--- src/rtl/sensor_frame_ctrl.sv ---
// Sensor frame sequencer: resets the sensor, grants frames continuously or one per
// trigger, and shadows the timing parameters so they only change between frames.
module sensor_frame_ctrl #(
  parameter int unsigned RST_CYCLES     = 16,
  parameter int unsigned TIMEOUT_CYCLES = 65535,
  parameter int unsigned PARAM_W        = 16
) (
  input  logic               clk,
  input  logic               reset_n,
  input  logic               i_stream_en,
  input  logic               i_trigger_mode,
  input  logic               i_trigger,
  input  logic [15:0]        iv_frame_num,
  input  logic [PARAM_W-1:0] iv_width,
  input  logic [PARAM_W-1:0] iv_line_hide,
  input  logic [PARAM_W-1:0] iv_height,
  input  logic [PARAM_W-1:0] iv_frame_hide,
  input  logic [PARAM_W-1:0] iv_front_porch,
  input  logic [PARAM_W-1:0] iv_back_porch,
  input  logic               i_fval,
  output logic               o_sensor_reset,
  output logic               o_pause_en,
  output logic [PARAM_W-1:0] ov_width,
  output logic [PARAM_W-1:0] ov_line_hide,
  output logic [PARAM_W-1:0] ov_height,
  output logic [PARAM_W-1:0] ov_frame_hide,
  output logic [PARAM_W-1:0] ov_front_porch,
  output logic [PARAM_W-1:0] ov_back_porch,
  output logic [15:0]        ov_frame_cnt,
  output logic               o_busy,
  output logic               o_done,
  output logic               o_trigger_miss,
  output logic               o_timeout
);

  localparam int unsigned RST_W = 8;
  localparam int unsigned TO_W  = 20;
  localparam int unsigned CNT_W = 16;

  localparam logic [RST_W-1:0] RST_LOAD = RST_W'(RST_CYCLES - 1);
  localparam logic [TO_W-1:0]  TO_LIMIT = TO_W'(TIMEOUT_CYCLES);

  typedef enum logic [2:0] {
    S_IDLE,
    S_RST,
    S_WAIT,
    S_RUN,
    S_FRAME
  } state_e;

  state_e             state_q, state_d;
  logic               fval_q;
  logic [RST_W-1:0]   rst_cnt_q, rst_cnt_d;
  logic [TO_W-1:0]    to_cnt_q, to_cnt_d;
  logic [CNT_W-1:0]   frame_cnt_q, frame_cnt_d;
  logic               sensor_reset_q, sensor_reset_d;
  logic               pause_en_q, pause_en_d;
  logic               busy_q, busy_d;
  logic               done_q, done_d;
  logic               miss_q, miss_d;
  logic               timeout_q, timeout_d;

  logic [PARAM_W-1:0] width_q, line_hide_q, height_q;
  logic [PARAM_W-1:0] frame_hide_q, front_porch_q, back_porch_q;

  logic               rise, fall, load_shadow;
  logic [TO_W-1:0]    to_cnt_inc;
  logic [CNT_W-1:0]   frame_cnt_inc;

  assign rise          = i_fval & ~fval_q;
  assign fall          = ~i_fval & fval_q;
  assign to_cnt_inc    = to_cnt_q + TO_W'(1);
  assign frame_cnt_inc = frame_cnt_q + CNT_W'(1);

  // State and control registers
  always_ff @(posedge clk or negedge reset_n) begin
    if (!reset_n) begin
      state_q        <= S_IDLE;
      fval_q         <= 1'b0;
      rst_cnt_q      <= '0;
      to_cnt_q       <= '0;
      frame_cnt_q    <= '0;
      sensor_reset_q <= 1'b0;
      pause_en_q     <= 1'b1;
      busy_q         <= 1'b0;
      done_q         <= 1'b0;
      miss_q         <= 1'b0;
      timeout_q      <= 1'b0;
    end else begin
      state_q        <= state_d;
      fval_q         <= i_fval;
      rst_cnt_q      <= rst_cnt_d;
      to_cnt_q       <= to_cnt_d;
      frame_cnt_q    <= frame_cnt_d;
      sensor_reset_q <= sensor_reset_d;
      pause_en_q     <= pause_en_d;
      busy_q         <= busy_d;
      done_q         <= done_d;
      miss_q         <= miss_d;
      timeout_q      <= timeout_d;
    end
  end

  // Next-state and next-output logic; the timeout counter clears whenever RUN is left
  always_comb begin
    state_d     = state_q;
    rst_cnt_d   = rst_cnt_q;
    to_cnt_d    = '0;
    frame_cnt_d = frame_cnt_q;
    done_d      = 1'b0;
    timeout_d   = 1'b0;
    load_shadow = 1'b0;

    unique case (state_q)
      S_IDLE: begin
        load_shadow = 1'b1;
        if (i_stream_en) begin
          frame_cnt_d = '0;
          rst_cnt_d   = RST_LOAD;
          state_d     = S_RST;
        end
      end
      S_RST: begin
        if (rst_cnt_q == '0) begin
          state_d = S_WAIT;
        end else begin
          rst_cnt_d = rst_cnt_q - RST_W'(1);
        end
      end
      S_WAIT: begin
        load_shadow = 1'b1;
        if (!i_stream_en) begin
          state_d = S_IDLE;
        end else if (!i_trigger_mode || i_trigger) begin
          state_d = S_RUN;
        end
      end
      S_RUN: begin
        if (!i_stream_en) begin
          state_d = S_IDLE;
        end else if (rise) begin
          state_d = S_FRAME;
        end else if (to_cnt_inc == TO_LIMIT) begin
          timeout_d = 1'b1;
          rst_cnt_d = RST_LOAD;
          state_d   = S_RST;
        end else begin
          to_cnt_d = to_cnt_inc;
        end
      end
      S_FRAME: begin
        if (fall) begin
          load_shadow = 1'b1;
          frame_cnt_d = frame_cnt_inc;
          if ((iv_frame_num != '0) && (frame_cnt_inc == iv_frame_num)) begin
            done_d  = 1'b1;
            state_d = S_IDLE;
          end else if (!i_stream_en) begin
            state_d = S_IDLE;
          end else if (!i_trigger_mode) begin
            state_d = S_RUN;
          end else begin
            state_d = S_WAIT;
          end
        end
      end
      default: state_d = S_IDLE;
    endcase

    sensor_reset_d = (state_d == S_RST);
    busy_d         = (state_d != S_IDLE);
    // Inside a frame the pause request follows the mode, granting a single frame per trigger
    if (state_d == S_RUN) begin
      pause_en_d = 1'b0;
    end else if (state_d == S_FRAME) begin
      pause_en_d = i_trigger_mode;
    end else begin
      pause_en_d = 1'b1;
    end
    miss_d = i_trigger & ~((state_q == S_WAIT) & i_trigger_mode);
  end

  // Shadow timing registers
  always_ff @(posedge clk or negedge reset_n) begin
    if (!reset_n) begin
      width_q       <= '0;
      line_hide_q   <= '0;
      height_q      <= '0;
      frame_hide_q  <= '0;
      front_porch_q <= '0;
      back_porch_q  <= '0;
    end else if (load_shadow) begin
      width_q       <= iv_width;
      line_hide_q   <= iv_line_hide;
      height_q      <= iv_height;
      frame_hide_q  <= iv_frame_hide;
      front_porch_q <= iv_front_porch;
      back_porch_q  <= iv_back_porch;
    end
  end

  assign o_sensor_reset = sensor_reset_q;
  assign o_pause_en     = pause_en_q;
  assign ov_width       = width_q;
  assign ov_line_hide   = line_hide_q;
  assign ov_height      = height_q;
  assign ov_frame_hide  = frame_hide_q;
  assign ov_front_porch = front_porch_q;
  assign ov_back_porch  = back_porch_q;
  assign ov_frame_cnt   = frame_cnt_q;
  assign o_busy         = busy_q;
  assign o_done         = done_q;
  assign o_trigger_miss = miss_q;
  assign o_timeout      = timeout_q;

endmodule

--- config.mk ---
export PLATFORM = sky130hd
export DESIGN_NAME = sensor_frame_ctrl
export DESIGN_NICKNAME = d
export VERILOG_FILES = /design/src/rtl/sensor_frame_ctrl.sv
export SDC_FILE = /design/constraint.sdc
export NUM_CORES = 1
export LEC_CHECK = 0
export BUFFER_PORTS_ARGS = -buffer_cell sky130_fd_sc_hd__buf_2
export CAP_MARGIN = 20
export CORE_MARGIN = 2
export CORE_UTILIZATION = 51
export DETAILED_ROUTE_END_ITERATION = 10
export PLACE_DENSITY = 0.81
export SYNTH_ARGS = -nofsm -noshare
export SYNTH_HDL_FRONTEND = slang
export SYNTH_SLANG_ARGS = --single-unit
--- constraint.sdc ---
create_clock -name clk -period 3.4 [get_ports clk]
set_input_delay 0.68 -clock clk [delete_from_list [all_inputs] [get_ports clk]]
set_output_delay 0.68 -clock clk [all_outputs]
set_load 0.02 [all_outputs]
==> results of run 1 <==
==> metrics by stage <==
step,util,area (um^2),worst slack (ps)
after floorplan,-,6899,724.3
after global placement,0.6222,8239,604.5
after detailed placement,0.6222,8239,502.1
after CTS,0.6694,8865,474.2
after global routing,0.6694,8865,213.6
final,0.6694,8865,469.6
==> area by class of cell <==
class                      count  area (um^2)
clock buffer                  19        432.9
clock inverter                13        192.7
fill                        1009         4378
inverter                      10        37.54
multi-input combinational    386         2982
sequential                   150         3755
tap                          176        220.2
timing repair buffer         240         1245
==> registers in the layout (all words and copies together), names as in the netlist <==
name            cells
fval_q              1
o_busy              1
o_done              1
o_pause_en          1
o_sensor_reset      1
o_timeout           1
o_trigger_miss      1
ov_back_porch      16
ov_frame_cnt       16
ov_frame_hide      16
ov_front_porch     16
ov_height          16
ov_line_hide       16
ov_width           16
rst_cnt_q           8
state_q             3
to_cnt_q           20
==> logic make-up (layout without fill, tap and decap cells) <==
family / after synthesis / after routing / share of synthesized area
DFF: 150 / 150 / 0.5443
adders and majority gates: 4 / 4 / 0.007255
and+or+nand+nor: 162 / 162 / 0.1318
AOI/OAI and AO/OA: 86 / 86 / 0.08469
muxes: 97 / 97 / 0.1581
xor gates and xnor gates: 37 / 37 / 0.04915
buffers and inverters: 38 / 282 / 0.02466
==> power by group <==
part / switching [W] / internal (W) / total (W)
clock network: 0.000748 / 0.00124 / 0.00199
logic: 0.00166 / 0.00125 / 0.00291
registers: 0.000367 / 0.00245 / 0.00281
==> placed cells by master (no fill, tap or decap), drive strengths merged, types with 3 or more instances in the layout <==
cell     netlist  final
nor3           7      7
xnor2         13     13
o31ai          6      6
ha             4      4
nand2b         3      3
nand2         22     22
nor3b          4      4
a211oi         3      3
and3          10     10
a31oi         10     10
and2          10     10
o21ai         25     25
nand3b         6      6
nand4         13     13
nand3         17     17
inv           10     15
a21o           3      3
a21oi         14     14
buf           11    240
dfrtp        149    149
o2111ai        3      3
and4           6      6
bufinv         0      4
nor2b          3      3
mux2          96     96
or4            3      3
nor4           8      8
nor2          38     38
clkbuf        17     19
xor2          23     23
==> metal layers <==
metal,vias up,share of wire,global-route usage
met5,-,0,0
li1,2556,-,-
met1,2656,0.39,0.2879
met2,227,0.53,0.4201
met3,23,0.058,0.04717
met4,0,0.017,0.08939
==> worst paths after layout <==
| path | from | endpoint | slack, ps | depth (start not counted) |
|---|---|---|---|---|
| max | to_cnt_q[0]$_DFF_PN0_ | rst_cnt_q[1]$_DFFE_PN0P_ | 470 | 8 |
| min | reset_n | ov_frame_cnt[15]$_DFFE_PN0P_ | 300 | 1 |
| max reg2reg | to_cnt_q[0]$_DFF_PN0_ | rst_cnt_q[1]$_DFFE_PN0P_ | 470 | 8 |
| min reg2reg | ov_frame_hide[10]$_DFFE_PN0P_ | ov_frame_hide[10]$_DFFE_PN0P_ | 500 | 1 |
| max in group asynchronous | reset_n | ov_back_porch[3]$_DFFE_PN0P_ | 2300 | 2 |
| min in group clk | i_fval | fval_q$_DFF_PN0_ | 440 | 1 |
==> metrics, run 1 <==
die area=14470 um^2; clock slew at reported path FFs=60 ps; total of max-cap violations=0; placed cells=962; gp weighted congestion=0.8679; first-pass GRT wire length=26940 um; Overall Global Routing Usage=0.2378; Die W=120.3 um; Period Utilization, post-route=0.8619; Top Ports=236; Yosys top cell area share=0.5404; CTS Buffer Depth=2; number of DRC markers in iteration 0=444; CP Capture Type=flop; largest area contributor in the synthesized netlist=dfrtp_1; grt total ovfl=0; CTS root buffer=clkbuf_16; CTS tree=built; yosys warns=0; total power=0.007713 W; initial antenna violation count=0; RSZ-0062 raised after global routing=false; CP top delay family=simple AND/OR/NAND/NOR gates; Peak supply drop=0.5653 mV; antenna violation net count after detailed routing=0; synth top area cells=dfrtp_1 54%, mux2_2 16%, xor2_1 2.9%; critical path class=reg -> reg; Worst Hold Class=in -> async; final-report max-slew violation count=0; DR vias/cell=5.495; Avg Synthesized Cell Area=12.02 um^2; H-tree depth=4; Period minus WS final=2930 ps; detailed-route DRC error count=0; n_diodes=0; Worst Path Buf+Inv=0; worst hold margin=300.2 ps; core area=13240 um^2; area of the mapped netlist=6899 um^2; Syn Inst Count=574; most common cell in the netlist=dfrtp_1; Worst Skew=9.275 ps; CTS resizes=0; worst path cell trace=ha_1, nand4_1, nor4_1, mux2i_1, nor4b_4, a21o_4, and3_1, a31oi_1; Synth Flop Type=dfrtp_1; Worst Path Arrival=3180 ps; Post-synth ARST share=1.000; P_leak=4.138 nW; DR vias=5462; number of synthesized flops with an enable pin=0; Netlist cell types=67; First-pass DRT Iterations=5; CP max stage cell=nor4_1; Cell Pwr Density=870.1 nW/um^2; Post-Synthesis Net Count=696; Die Y=120.3 um; Startpoint Class=flop; number of global-route vias before repair=5377; setup violators final=0; CP peak stage delay=530 ps; Crit Path Max Fanout=17; setup tns final=0 ps; I/O Buffers=235; largest net degree at the start of global routing=97; sequential share of the synthesized area=0.5443; nets@finish=927; Synth Register Bits=150; non-filler cells, final=994; Post-CTS Setup Inserts=0; share of cells above drive strength 1=0.4658; clk sinks=150; hold buffer count at CTS=0; hold violation count in the final report=0; Commonest cells post-synth=149 x dfrtp_1, 96 x mux2_2, 38 x nor2_1; Routed WL=17000 um; Routed wire per std cell=17.10 um; Num CTS Buffers=17; Worst-Margin Slew=1162 ps; FMAX=341.3 MHz; Skew-Pair Late Insertion Delay=420 ps; area grow syn2layout=28.49%; WP data required=3650 ps; outcome=complete, no violations; Cell Rows=42; placed wire-length estimate=12410 um; Rel. slew slack=0.2205; Starting Density=0.5210
Note: power is estimated with default switching activity, not from simulation.
==> inputs of run 2 (changes only) <==
--- a/config.mk
+++ b/config.mk
@@ -10,7 +10,8 @@
 export CORE_MARGIN = 2
 export CORE_UTILIZATION = 51
 export DETAILED_ROUTE_END_ITERATION = 10
-export PLACE_DENSITY = 0.81
+export PLACE_DENSITY_LB_ADDON = 0.15
+export REMOVE_ABC_BUFFERS = 1
 export SYNTH_ARGS = -nofsm -noshare
 export SYNTH_HDL_FRONTEND = slang
 export SYNTH_SLANG_ARGS = --single-unit
==> metrics, run 2 (synthesized netlist as in run 1, its figures left out) <==
total power=0.007586 W (-1.6%); Metal-1 WL=7058 um (+6.0%); R2R Path Start=to_cnt_q[0]$_DFF_PN0_; Finished Cell Area=8832 um^2 (-0.37%); detailed-route DRC error count=0 (unchanged); clk sinks=150 (unchanged); largest net degree at the start of global routing=97 (unchanged); CTS resizes=0 (unchanged); Routed WL=16910 um (-0.51%); final core occ=0.6670 (-0.002457); worst path cell trace=ha_1, nand4_1, nor4_1, mux2i_1, nor4b_4, a21o_4, and3_1, a31oi_1; most frequent cells in the layout=234 x buf_2, 149 x dfrtp_1, 96 x mux2_2; share of cells above drive strength 1=0.4669 (+0.001142); P_leak=4.114 nW (-0.58%); Largest Register=to_cnt_q; placed wire-length estimate=12550 um (+1.1%); DR vias/cell=5.385 (-2.0%); Skew-Pair Late Insertion Delay=420 ps (about the same); Period minus WS final=2881 ps (-49.03 ps); wire length on met2=8392 um (-7.4%); die area=14470 um^2 (unchanged); Die W=120.3 um (unchanged); H-tree depth=4 (unchanged); Rel. slew slack=0.3015 (+0.08102); Crit Path Max Fanout=17 (unchanged); I/O Buffers=235 (unchanged); Filler cells=1035 (+2.6%); placed cell areas=8232 um^2 (about the same); Worst-Margin Slew=1041 ps (-120.7 ps); critical path class=reg -> reg; antenna violation net count after detailed routing=0 (unchanged); CP Capture Type=flop; Worst Skew=7.582 ps (-1.693 ps); setup violators final=0 (unchanged); Die Y=120.3 um (unchanged); gp weighted congestion=0.8680 (about the same); Worst Path Arrival=3130 ps (-50 ps); CTS Buffer Depth=2 (unchanged); initial antenna violation count=0 (unchanged); CTS tree=built; First-pass DRT Iterations=4 (-1); Startpoint Class=flop; grt total ovfl=0 (unchanged); CP peak stage delay=500 ps (-30 ps); DR top layer=met4; Period Utilization, post-route=0.8475 (-0.01442); met3 wire len=956 um (-3.1%); Cell Pwr Density=858.9 nW/um^2 (-1.3%); Worst Hold Class=in -> async; nets@finish=926 (-0.11%); final-report max-slew violation count=0 (unchanged); area grow syn2layout=28.02%; Starting Density=0.5210 (unchanged); Cell Rows=42 (unchanged); Post-CTS Setup Inserts=0 (unchanged); total of max-cap violations=0 (unchanged); Overall Global Routing Usage=0.2326 (-0.005191); FMAX=347.1 MHz (+1.7%); Peak supply drop=0.4610 mV (-18%); RSZ-0062 raised after global routing=false; number of DRC markers in iteration 0=252 (-43%); outcome=complete, no violations; Top Ports=236 (unchanged); worst hold margin=240.7 ps (-59.54 ps); n_diodes=0 (unchanged); CP max stage cell=nor4_1; hold violation count in the final report=0 (unchanged); number of global-route vias before repair=5058 (-5.9%); clock slew at reported path FFs=60 ps (about the same); Num CTS Buffers=17 (unchanged); Largest register FFs=20 (unchanged); first-pass GRT wire length=26130 um (-3.0%); commonest non-fill, non-tap cell in the layout=buf_2; core area=13240 um^2 (unchanged); Routed wire per std cell=17.05 um (-0.31%); Critical path origin=to_cnt_q[0]$_DFF_PN0_; DR vias=5342 (-2.2%); hold buffer count at CTS=0 (unchanged); CTS root buffer=clkbuf_16; WP data required=3650 ps (about the same)
-- run 2: final cells by class --
| class | instances | area, um^2 | area share |
|---|---|---|---|
| clock buffer | 21 | 480.5 | 0.05440 |
| clock inverter | 10 | 120.1 | 0.01360 |
| inverter | 10 | 37.54 | 0.004250 |
| multi-input combinational | 386 | 2982 | 0.3376 |
| sequential | 150 | 3755 | 0.4251 |
| tap | 176 | 220.2 | 0.02493 |
| timing repair buffer | 239 | 1237 | 0.1401 |
-- run 2: routing by layer --
metal / up-vias / track usage
met1: 2584 / 0.2879
met3: 33 / 0.05519
met5: - / 0
met2: 180 / 0.3913
met4: 0 / 0.09956
li1: 2545 / -
-- run 2: metrics by stage --
step / setup WS, ps / setup TNS, ps / std cells
global placement: 667.8 / 0 / 961
detailed placement: 573.4 / 0 / 961
floorplan: -2260 / -216990 / 546
global route: 356.2 / 0 / 992
CTS: 544.4 / 0 / 992
finish: 518.6 / 0 / 992
-- run 2: final timing paths --
check | end | slack, ps | depth (start not counted)
max in group asynchronous | o_pause_en$_DFF_PN1_ | 2310 | 2
worst max-delay path | rst_cnt_q[1]$_DFFE_PN0P_ | 520 | 8
worst min-delay path | ov_frame_cnt[4]$_DFFE_PN0P_ | 240 | 1
worst max register to register | rst_cnt_q[1]$_DFFE_PN0P_ | 520 | 8
min in group clk | fval_q$_DFF_PN0_ | 430 | 1
worst min register to register | ov_back_porch[2]$_DFFE_PN0P_ | 500 | 1
-- run 2: critical path: cells and delay by family (launching register included) --
family | cells | cell delay (ps)
simple gates | 4 | 1360
flops | 1 | 450
compound gates | 2 | 410
fa+ha+maj | 1 | 280
mux | 1 | 200
-- run 2: power by group --
part           switching [W]  internal (W)  leakage, nW
registers           0.000327       0.00245         1.84
logic                0.00169       0.00125         1.99
clock network       0.000716       0.00116        0.280
total                0.00273       0.00485         4.11
